`src/rtl/modred_pipe_pkg.sv`:
```
// Shared defaults and width helpers for the modred_pipe word-level modular reducer.
// Build option: define MODRED_CHECK_EN to carry a per-beat modulus-check error bit.
package modred_pipe_pkg;

    localparam int DATA_W_DEF = 30;
    localparam int W_DEF      = 6;
    localparam int TAG_W_DEF  = 8;

    function automatic int n_stages(input int data_w, input int w);
        return (data_w + w - 1) / w;
    endfunction

    // Width of the running value entering stage k; the +1 absorbs the carry of TH + qH*t + 1.
    function automatic int cw(input int k, input int data_w, input int w);
        int c;
        c = 2 * data_w;
        for (int i = 0; i < k; i++) begin
            c = (((c - w) > data_w) ? (c - w) : data_w) + 1;
        end
        return c;
    endfunction

    localparam int L = n_stages(DATA_W_DEF, W_DEF);

endpackage

```
`src/rtl/modred_stage.sv`:
```
// One word-level reduction step: retires W low bits of T using q = qH*2^W + 1.
// Build option: MODRED_CHECK_EN adds the err sideband bit.
module modred_stage
    import modred_pipe_pkg::*;
#(
    parameter int CURR_W = 60,
    parameter int NEXT_W = 55,
    parameter int DATA_W = 30,
    parameter int W      = 6,
    parameter int TAG_W  = 8
) (
    input  logic              clk,
    input  logic              reset,
    input  logic              ce,
    input  logic              valid_in,
    input  logic [CURR_W-1:0] t_in,
    input  logic [DATA_W-1:0] q_in,
    input  logic [TAG_W-1:0]  tag_in,
`ifdef MODRED_CHECK_EN
    input  logic              err_in,
    output logic              err_out,
`endif
    output logic              valid_out,
    output logic [NEXT_W-1:0] t_out,
    output logic [DATA_W-1:0] q_out,
    output logic [TAG_W-1:0]  tag_out
);

    logic [W-1:0]      tl;
    logic [W-1:0]      t;
    logic [NEXT_W-1:0] t_next;

    assign tl = t_in[W-1:0];
    assign t  = -tl;
    // (T + q*t) / 2^W without the wide add: the low word sums to 0 or exactly 2^W.
    assign t_next = NEXT_W'(t_in[CURR_W-1:W])
                  + NEXT_W'(q_in[DATA_W-1:W]) * NEXT_W'(t)
                  + NEXT_W'(tl != '0);

    always_ff @(posedge clk or negedge reset) begin
        if (!reset) begin
            valid_out <= 1'b0;
        end else if (ce) begin
            valid_out <= valid_in;
        end
    end

    // NOTE: datapath registers are deliberately not reset; the valid bit alone qualifies them.
    always_ff @(posedge clk) begin
        if (ce) begin
            t_out   <= t_next;
            q_out   <= q_in;
            tag_out <= tag_in;
`ifdef MODRED_CHECK_EN
            err_out <= err_in;
`endif
        end
    end

endmodule

```
`src/rtl/modred_pipe.sv`:
```
// Pipelined modular reducer: out_c = in_p * 2^(-L*W) mod in_q, whole-pipe stall on out_ready.
// Build option: MODRED_CHECK_EN enables out_err for moduli with in_q[W-1:0] != 1 or in_q == 0.
module modred_pipe
    import modred_pipe_pkg::*;
#(
    parameter int DATA_W = DATA_W_DEF,
    parameter int W      = W_DEF,
    parameter int TAG_W  = TAG_W_DEF
) (
    input  logic                clk,
    input  logic                reset,
    input  logic                in_valid,
    output logic                in_ready,
    input  logic [DATA_W-1:0]   in_q,
    input  logic [2*DATA_W-1:0] in_p,
    input  logic [TAG_W-1:0]    in_tag,
    output logic                out_valid,
    input  logic                out_ready,
    output logic [DATA_W-1:0]   out_c,
    output logic [TAG_W-1:0]    out_tag,
    output logic                out_err
);

    localparam int NSTG = n_stages(DATA_W, W);
    localparam int VW   = cw(NSTG, DATA_W, W);

    logic ce;
    assign ce       = ~out_valid | out_ready;
    assign in_ready = ce;

    logic [NSTG:0]             valid_p;
    logic [NSTG:0][DATA_W-1:0] q_p;
    logic [NSTG:0][TAG_W-1:0]  tag_p;

    assign valid_p[0] = in_valid;
    assign q_p[0]     = in_q;
    assign tag_p[0]   = in_tag;

`ifdef MODRED_CHECK_EN
    logic [NSTG:0] err_p;
    assign err_p[0] = (in_q[W-1:0] != W'(1)) || (in_q == '0);
`endif

    for (genvar k = 0; k < NSTG; k++) begin : g_stage
        localparam int CW = cw(k, DATA_W, W);
        localparam int NW = cw(k + 1, DATA_W, W);

        logic [CW-1:0] t_i;
        logic [NW-1:0] t_o;

        if (k == 0) begin : g_in
            assign t_i = in_p;
        end else begin : g_chain
            assign t_i = g_stage[k-1].t_o;
        end

        modred_stage #(
            .CURR_W (CW),
            .NEXT_W (NW),
            .DATA_W (DATA_W),
            .W      (W),
            .TAG_W  (TAG_W)
        ) u_stage (
            .clk       (clk),
            .reset     (reset),
            .ce        (ce),
            .valid_in  (valid_p[k]),
            .t_in      (t_i),
            .q_in      (q_p[k]),
            .tag_in    (tag_p[k]),
`ifdef MODRED_CHECK_EN
            .err_in    (err_p[k]),
            .err_out   (err_p[k+1]),
`endif
            .valid_out (valid_p[k+1]),
            .t_out     (t_o),
            .q_out     (q_p[k+1]),
            .tag_out   (tag_p[k+1])
        );
    end

    // V < 3q, so subtracting 0, q or 2q lands in [0, q).
    logic [VW-1:0]     v;
    logic [VW-1:0]     q1;
    logic [VW-1:0]     q2;
    logic [VW-1:0]     sub;
    logic [DATA_W-1:0] c_next;

    assign v  = g_stage[NSTG-1].t_o;
    assign q1 = VW'(q_p[NSTG]);
    assign q2 = VW'({q_p[NSTG], 1'b0});

    // NOTE: every always_comb output gets a default first so no latch can be inferred.
    always_comb begin
        sub = '0;
        if (v >= q2) begin
            sub = q2;
        end else if (v >= q1) begin
            sub = q1;
        end
        c_next = DATA_W'(v - sub);
    end

    always_ff @(posedge clk or negedge reset) begin
        if (!reset) begin
            out_valid <= 1'b0;
            out_c     <= '0;
            out_tag   <= '0;
        end else if (ce) begin
            out_valid <= valid_p[NSTG];
            out_c     <= c_next;
            out_tag   <= tag_p[NSTG];
        end
    end

`ifdef MODRED_CHECK_EN
    always_ff @(posedge clk or negedge reset) begin
        if (!reset) begin
            out_err <= 1'b0;
        end else if (ce) begin
            out_err <= err_p[NSTG];
        end
    end
`else
    assign out_err = 1'b0;
`endif

endmodule

```
`config.mk`:
```
export PLATFORM = sky130hd
export DESIGN_NAME = modred_pipe
export DESIGN_NICKNAME = d
export VERILOG_FILES = /design/src/rtl/modred_pipe_pkg.sv /design/src/rtl/modred_stage.sv /design/src/rtl/modred_pipe.sv
export SDC_FILE = /design/constraint.sdc
export NUM_CORES = 2
export LEC_CHECK = 0
export CAP_MARGIN = 20
export CORE_ASPECT_RATIO = 1.4
export CORE_MARGIN = 2
export CORE_UTILIZATION = 40
export DETAILED_ROUTE_END_ITERATION = 7
export GPL_TIMING_DRIVEN = 0
export SLEW_MARGIN = 20
export SYNTH_ARGS = -nofsm -noshare
export SYNTH_HDL_FRONTEND = slang
export SYNTH_SLANG_ARGS = --single-unit
export TNS_END_PERCENT = 20
```
`constraint.sdc`:
```
create_clock -name clk -period 41.5 [get_ports clk]
set_clock_uncertainty 0.2 [all_clocks]
set_input_delay 4.15 -clock clk [delete_from_list [all_inputs] [get_ports clk]]
set_output_delay 4.15 -clock clk [all_outputs]
set_load 0.005 [all_outputs]
```
Yosys cells after proc, flatten, opt, wreduce, memory -nomap -nowiden
Cells that the tools add are included.
{"block": "classes", "bitwise_logic": 2, "n_reduce_logical": 5, "n_mul": 5, "n_lt_le_gt_ge": 2, "n_mux": 2, "addsub": 16}
{"operator": "multiplier 24 x 6 -> 30 bit", "n": 5}
{"operator": "2-to-1 mux 30 bit", "n": 2}
{"operator": "adder 54 x 30 -> 55 bit", "n": 1}
{"operator": "adder 55 x 1 -> 55 bit", "n": 1}
{"operator": "adder 49 x 30 -> 50 bit", "n": 1}
{"operator": "adder 50 x 1 -> 50 bit", "n": 1}
{"operator": "adder 44 x 30 -> 45 bit", "n": 1}
{"operator": "adder 45 x 1 -> 45 bit", "n": 1}
{"operator": "adder 39 x 30 -> 40 bit", "n": 1}
{"operator": "adder 40 x 1 -> 40 bit", "n": 1}
{"operator": "adder 34 x 30 -> 35 bit", "n": 1}
{"operator": "adder 35 x 1 -> 35 bit", "n": 1}
{"operator": "greater-or-equal comparator 35 x 30 -> 1 bit", "n": 1}
{"operator": "greater-or-equal comparator 35 x 31 -> 1 bit", "n": 1}
{"operator": "negation 6 bit", "n": 5}
{"operator": "nonzero test 6 bit", "n": 5}
{"operator": "subtractor 30 bit", "n": 1}
{"operator": "NOT 1 bit", "n": 1}
{"operator": "bitwise OR 1 bit", "n": 1}
{"block": "totals", "ff_bits": 459, "in_bits": 102, "output_inout_bits": 41, "wordCells": 55}

Longest topological paths before layout
{"block": "depth", "word_depth": 4, "depth_mapped": 28}

By module
A second synthesis with hierarchy kept.
{"block": "hier_totals", "cells_unflattened": 4699, "area_unflattened_um2": 47105.2}
{"mod": "modred_stage at g_stage[0].u_stage", "seq_area_each_um2": 2817.7, "n_inst": 1, "area_each_um2": 9029.9, "cells_each": 871}
{"mod": "modred_stage at g_stage[1].u_stage", "seq_area_each_um2": 2667.6, "n_inst": 1, "area_each_um2": 8702.1, "cells_each": 842}
{"mod": "modred_stage at g_stage[2].u_stage", "seq_area_each_um2": 2517.4, "n_inst": 1, "area_each_um2": 8618.3, "cells_each": 847}
{"mod": "modred_stage at g_stage[4].u_stage", "seq_area_each_um2": 2217.1, "n_inst": 1, "area_each_um2": 8210.4, "cells_each": 817}
{"mod": "modred_stage at g_stage[3].u_stage", "seq_area_each_um2": 2367.3, "n_inst": 1, "area_each_um2": 8114.0, "cells_each": 772}
{"mod": "modred_pipe", "seq_area_each_um2": 975.9, "n_inst": 1, "area_each_um2": 4430.5, "cells_each": 550}

Least setup slack after synthesis
OpenSTA, ideal clock, no wires.
{"block": "synth_timing", "kind": "input-to-output", "start": "in out_ready", "end": "out in_ready", "t_required_ps": 37150, "t_arrival_ps": 15727, "path_slack_ps": 21423, "path_stages": 3, "cell_sequence": "nor2b_1 -> clkinv_1 -> clkbuf_1"}
{"block": "synth_between", "elab_chain_len": 1}
{"item": "from (decl)", "line": "modred_pipe.sv:18", "rtl": "input logic out_ready,"}
{"item": "bitwise OR 1 bit", "line": "modred_pipe.sv:28", "rtl": "assign ce = ~out_valid | out_ready;"}
{"item": "to (decl)", "line": "modred_pipe.sv:13", "rtl": "output logic in_ready,"}
No other way between the ends.

Final worst setup path
{"block": "layout_timing", "start": "in in_p[0]", "end": "reg g_stage[0].u_stage.t_out[37] (data pin)"}
{"block": "layout_between", "elab_chain_len": 4}
{"item": "from (decl)", "line": "modred_pipe.sv:15", "rtl": "input logic [2*DATA_W-1:0] in_p,"}
{"item": "negation 6 bit", "line": "modred_stage.sv:34", "rtl": "assign t = -tl;"}
{"item": "multiplier 24 x 6 -> 30 bit", "line": "modred_stage.sv:37", "rtl": "+ NEXT_W'(q_in[DATA_W-1:W]) * NEXT_W'(t)"}
{"item": "adder 54 x 30 -> 55 bit", "line": "modred_stage.sv:37"}
{"item": "adder 55 x 1 -> 55 bit (*)", "line": "modred_stage.sv:38", "rtl": "+ NEXT_W'(tl != '0);"}
{"item": "via g_stage[0].u_stage.t_next[37]", "line": "modred_stage.sv:31", "rtl": "logic [NEXT_W-1:0] t_next;"}
{"item": "to (signal assigned)", "line": "modred_stage.sv:51", "rtl": "t_out <= t_next;"}
{"item": "to (decl)", "line": "modred_stage.sv:24", "rtl": "output logic [NEXT_W-1:0] t_out,"}
Mark *: on every way through the listed nets, which the timed path passes. The rest lies on a longest branch.
A chain may end at the register's enable or synchronous reset.

==> results.cfg <==
[place]
port_buffers = 140
dpl.hpwl_um = 84800
place_congestion = 0.906

[synthesis]
synth_cells = 4733
synth_top_family_by_area = adder cells
synth-seq-cells = 459
synthMuxAreaShare_pct = 0.0241
synth_fa_ha_area_share_pct = 34.0
synth_area_per_cell_um2 = 9.87
synthesis.nets = 5755
ys_types = 90
yosysSeqAreaShare_pct = 29.0
synth-xor-area-share_pct = 4.39
synth_top_cell_by_area = edfxtp_1
synthSimpleGateAreaFrac_pct = 13.7
synth_edf_count = 415
yosys.area.top_type_share_pct = 26.7
ys.warnings.count = 0
synth_area_leaders = edfxtp_1, fa_1, inv_1
async_reset_ff_share_pct = 9.59
syn_area_mm2 = 0.0467
synth-main-ff-cell = edfxtp_1
synth_compound_area_share_pct = 8.65

[sta]
slew_headroom_pct = 26.6
final_hold_viol_count = 0
post-route-min-period_ns = 11.48
rsz0062_at_grt = false
setup_viol = 0
finalSetupTns_ns = 0
finalCritPeriodShare_pct = 27.7
fmax_ghz = 0.0871
drv_slew = 0
tightest_slew_ns = 1.09

[routing]
viasPerCell = 4.83
firstDrtPassIters = 6
wl_per_cell_um = 15.5
wl_um = 100000
drt_iter0_drc = 1107
ant_nets = 0
remaining_drc_errors = 0
route.vias.total = 31291

[setup_path]
cp-startpoint = in_p[0]
arrival_ns = 11.65
ff2ff_setup_slack_ns = 33.28
crit_fanout = 10
r2r_end = g_stage[3].u_stage.t_out[32]
cp-start-kind = input pin
critPathCaptureType = flip-flop
required_ns = 41.67
timing.rr.start = g_stage[2].u_stage.t_out[0]
crit_type = in2reg
rr_worst_depth = 24

[grt]
grt_pass1_wl_um = 167000
grt_max_degree = 55
gr-total-overflow = 0
antenna_found_initial = 2
grt_use_total_pct = 17.3
grt_pass1_vias = 33709

[clock_tree]
cts_max_level = 2
postCtsSetupRepairBufs = 0
clk_path_buf_depth = 3
path_clk_slew_ns = 0.06
clk_latency_ns = 0.65
cts_resized = 0
tritoncts = built
root_buffer = clkbuf_16
clkSinkCount = 459
numCtsBuffers = 50
holdBufCountCts = 0

[die]
rows = 148
start_util_pct = 40.3
coreArea_mm2 = 0.116
dieArea_mm2 = 0.120
ios = 143
dieHeight_um = 408
fp.dieW_um = 293

[final_layout]
layout_common_cells = inv_1, fa_1, nand2_1, and2_1, edfxtp_1
multiInputGateArea_mm2 = 0.0284
final_common_cell = inv_1
synthToLayoutAreaGrowth_pct = 11.4
fin_nets = 5958
register_area_mm2 = 0.0136
drive_above_1_share_pct = 3.03
antenna_cells = 0
fill_cells = 11131

[job]
cap_viol_max_count = 0

[min_path]
holdCritStartpoint = g_stage[3].u_stage.tag_out[3]
hold_path_depth = 0
holdPathEnd = g_stage[4].u_stage.tag_out[3]
hold_class = reg2reg

[run_status]
status = finished clean
==> synthesized netlist by cell type (45+ instances only) <==
cell type and number:
o21ai_0 95, a21oi_1 179, edfxtp_1 415, nand3_1 52
fa_1 586, and2_1 436, nor3_1 45, a21o_1 78
xor2_1 71, clkbuf_1 80, nor2_1 108, inv_1 1165
xnor2_1 163, nand2_1 474, ha_1 334
==> worst max-delay path, cell delays in order <==
cell      delay, ns
clkbuf_1       0.35
clkbuf_1       0.59
inv_1          0.10
ha_1           0.25
xnor2_1        0.43
clkbuf_1       0.62
nand2_1        0.17
fa_1           0.52
fa_1           0.49
inv_1          0.05
fa_1           0.52
inv_1          0.05
fa_1           0.50
inv_1          0.04
ha_1           0.26
buf_2          0.18
nand3_2        0.14
nor3_1         0.31
o221ai_1       0.29
a2111o_1       0.54
a21oi_2        0.25
a221o_1        0.18
a21o_2         0.22
buf_6          0.18
nand3_1        0.10
xnor2_1        0.14
==> cell type report <==
class	instances	share of cell area, %
flip-flops and latches	459	26.1
repair buffers	151	3.16
plain buffers	92	0.740
multi-input cells	3015	54.6
clock buffers	54	2.43
well taps	1500	3.60
clock inverters	38	1.02
inverters	1167	8.41
==> registers in the layout, indices dropped and copies added (netlist names) <==
name	count
out_c	30
g_stage.u_stage.t_out	225
g_stage.u_stage.tag_out	40
g_stage.u_stage.q_out	150
g_stage.u_stage.valid_out	5
out_tag	8
out_valid	1
==> kinds of logic after synthesis <==
logic type	after synthesis
xor+xnor	234
buf+inv	1259
flops	459
compound gates	598
other cells	1
fa+ha+maj	920
simple gates	1261
mux	1
==> how the worst max path moves through the flow <==
stage                     cells past startpoint                      endpoint  slack (ns)
after floorplan                               3                      in_ready       21.42
after global placement                        5                      in_ready       13.87
after detailed placement                     26  g_stage[0].u_stage.t_out[37]       29.31
after CTS                                    26  g_stage[0].u_stage.t_out[50]       30.01
after global routing                         26  g_stage[0].u_stage.t_out[50]       29.63
final                                        26  g_stage[0].u_stage.t_out[37]       30.02
==> stage by stage <==
| stage | std cells | utilization, % | cell area, um2 | worst slack (ns) | hold WS (ns) |
|---|---|---|---|---|---|
| 2_1_floorplan | 4733 | - | 46700 | 21.42 | 0.200 |
| 3_3_place_gp | 6373 | 43.1 | 50000 | 13.87 | 0.203 |
| 3_5_place_dp | 6384 | 43.3 | 50300 | 29.31 | 0.205 |
| 4_1_cts | 6476 | 44.8 | 52100 | 30.01 | 0.217 |
| 5_1_grt | 6476 | 44.8 | 52100 | 29.63 | 0.225 |
| 6_report | 6476 | 44.8 | 52100 | 30.02 | 0.217 |
==> routing by layer <==
metal	up-vias	GRT usage (%)	wire [um]
li1	15302	-	-
met1	15336	18.0	37400
met2	462	34.4	55400
met3	187	1.73	2640
met4	4	7.75	4950
met5	-	0	26
Power is left out: the tool's default activity adds up to more than one toggle a clock period on the data nets, which glitch-free logic cannot reach.
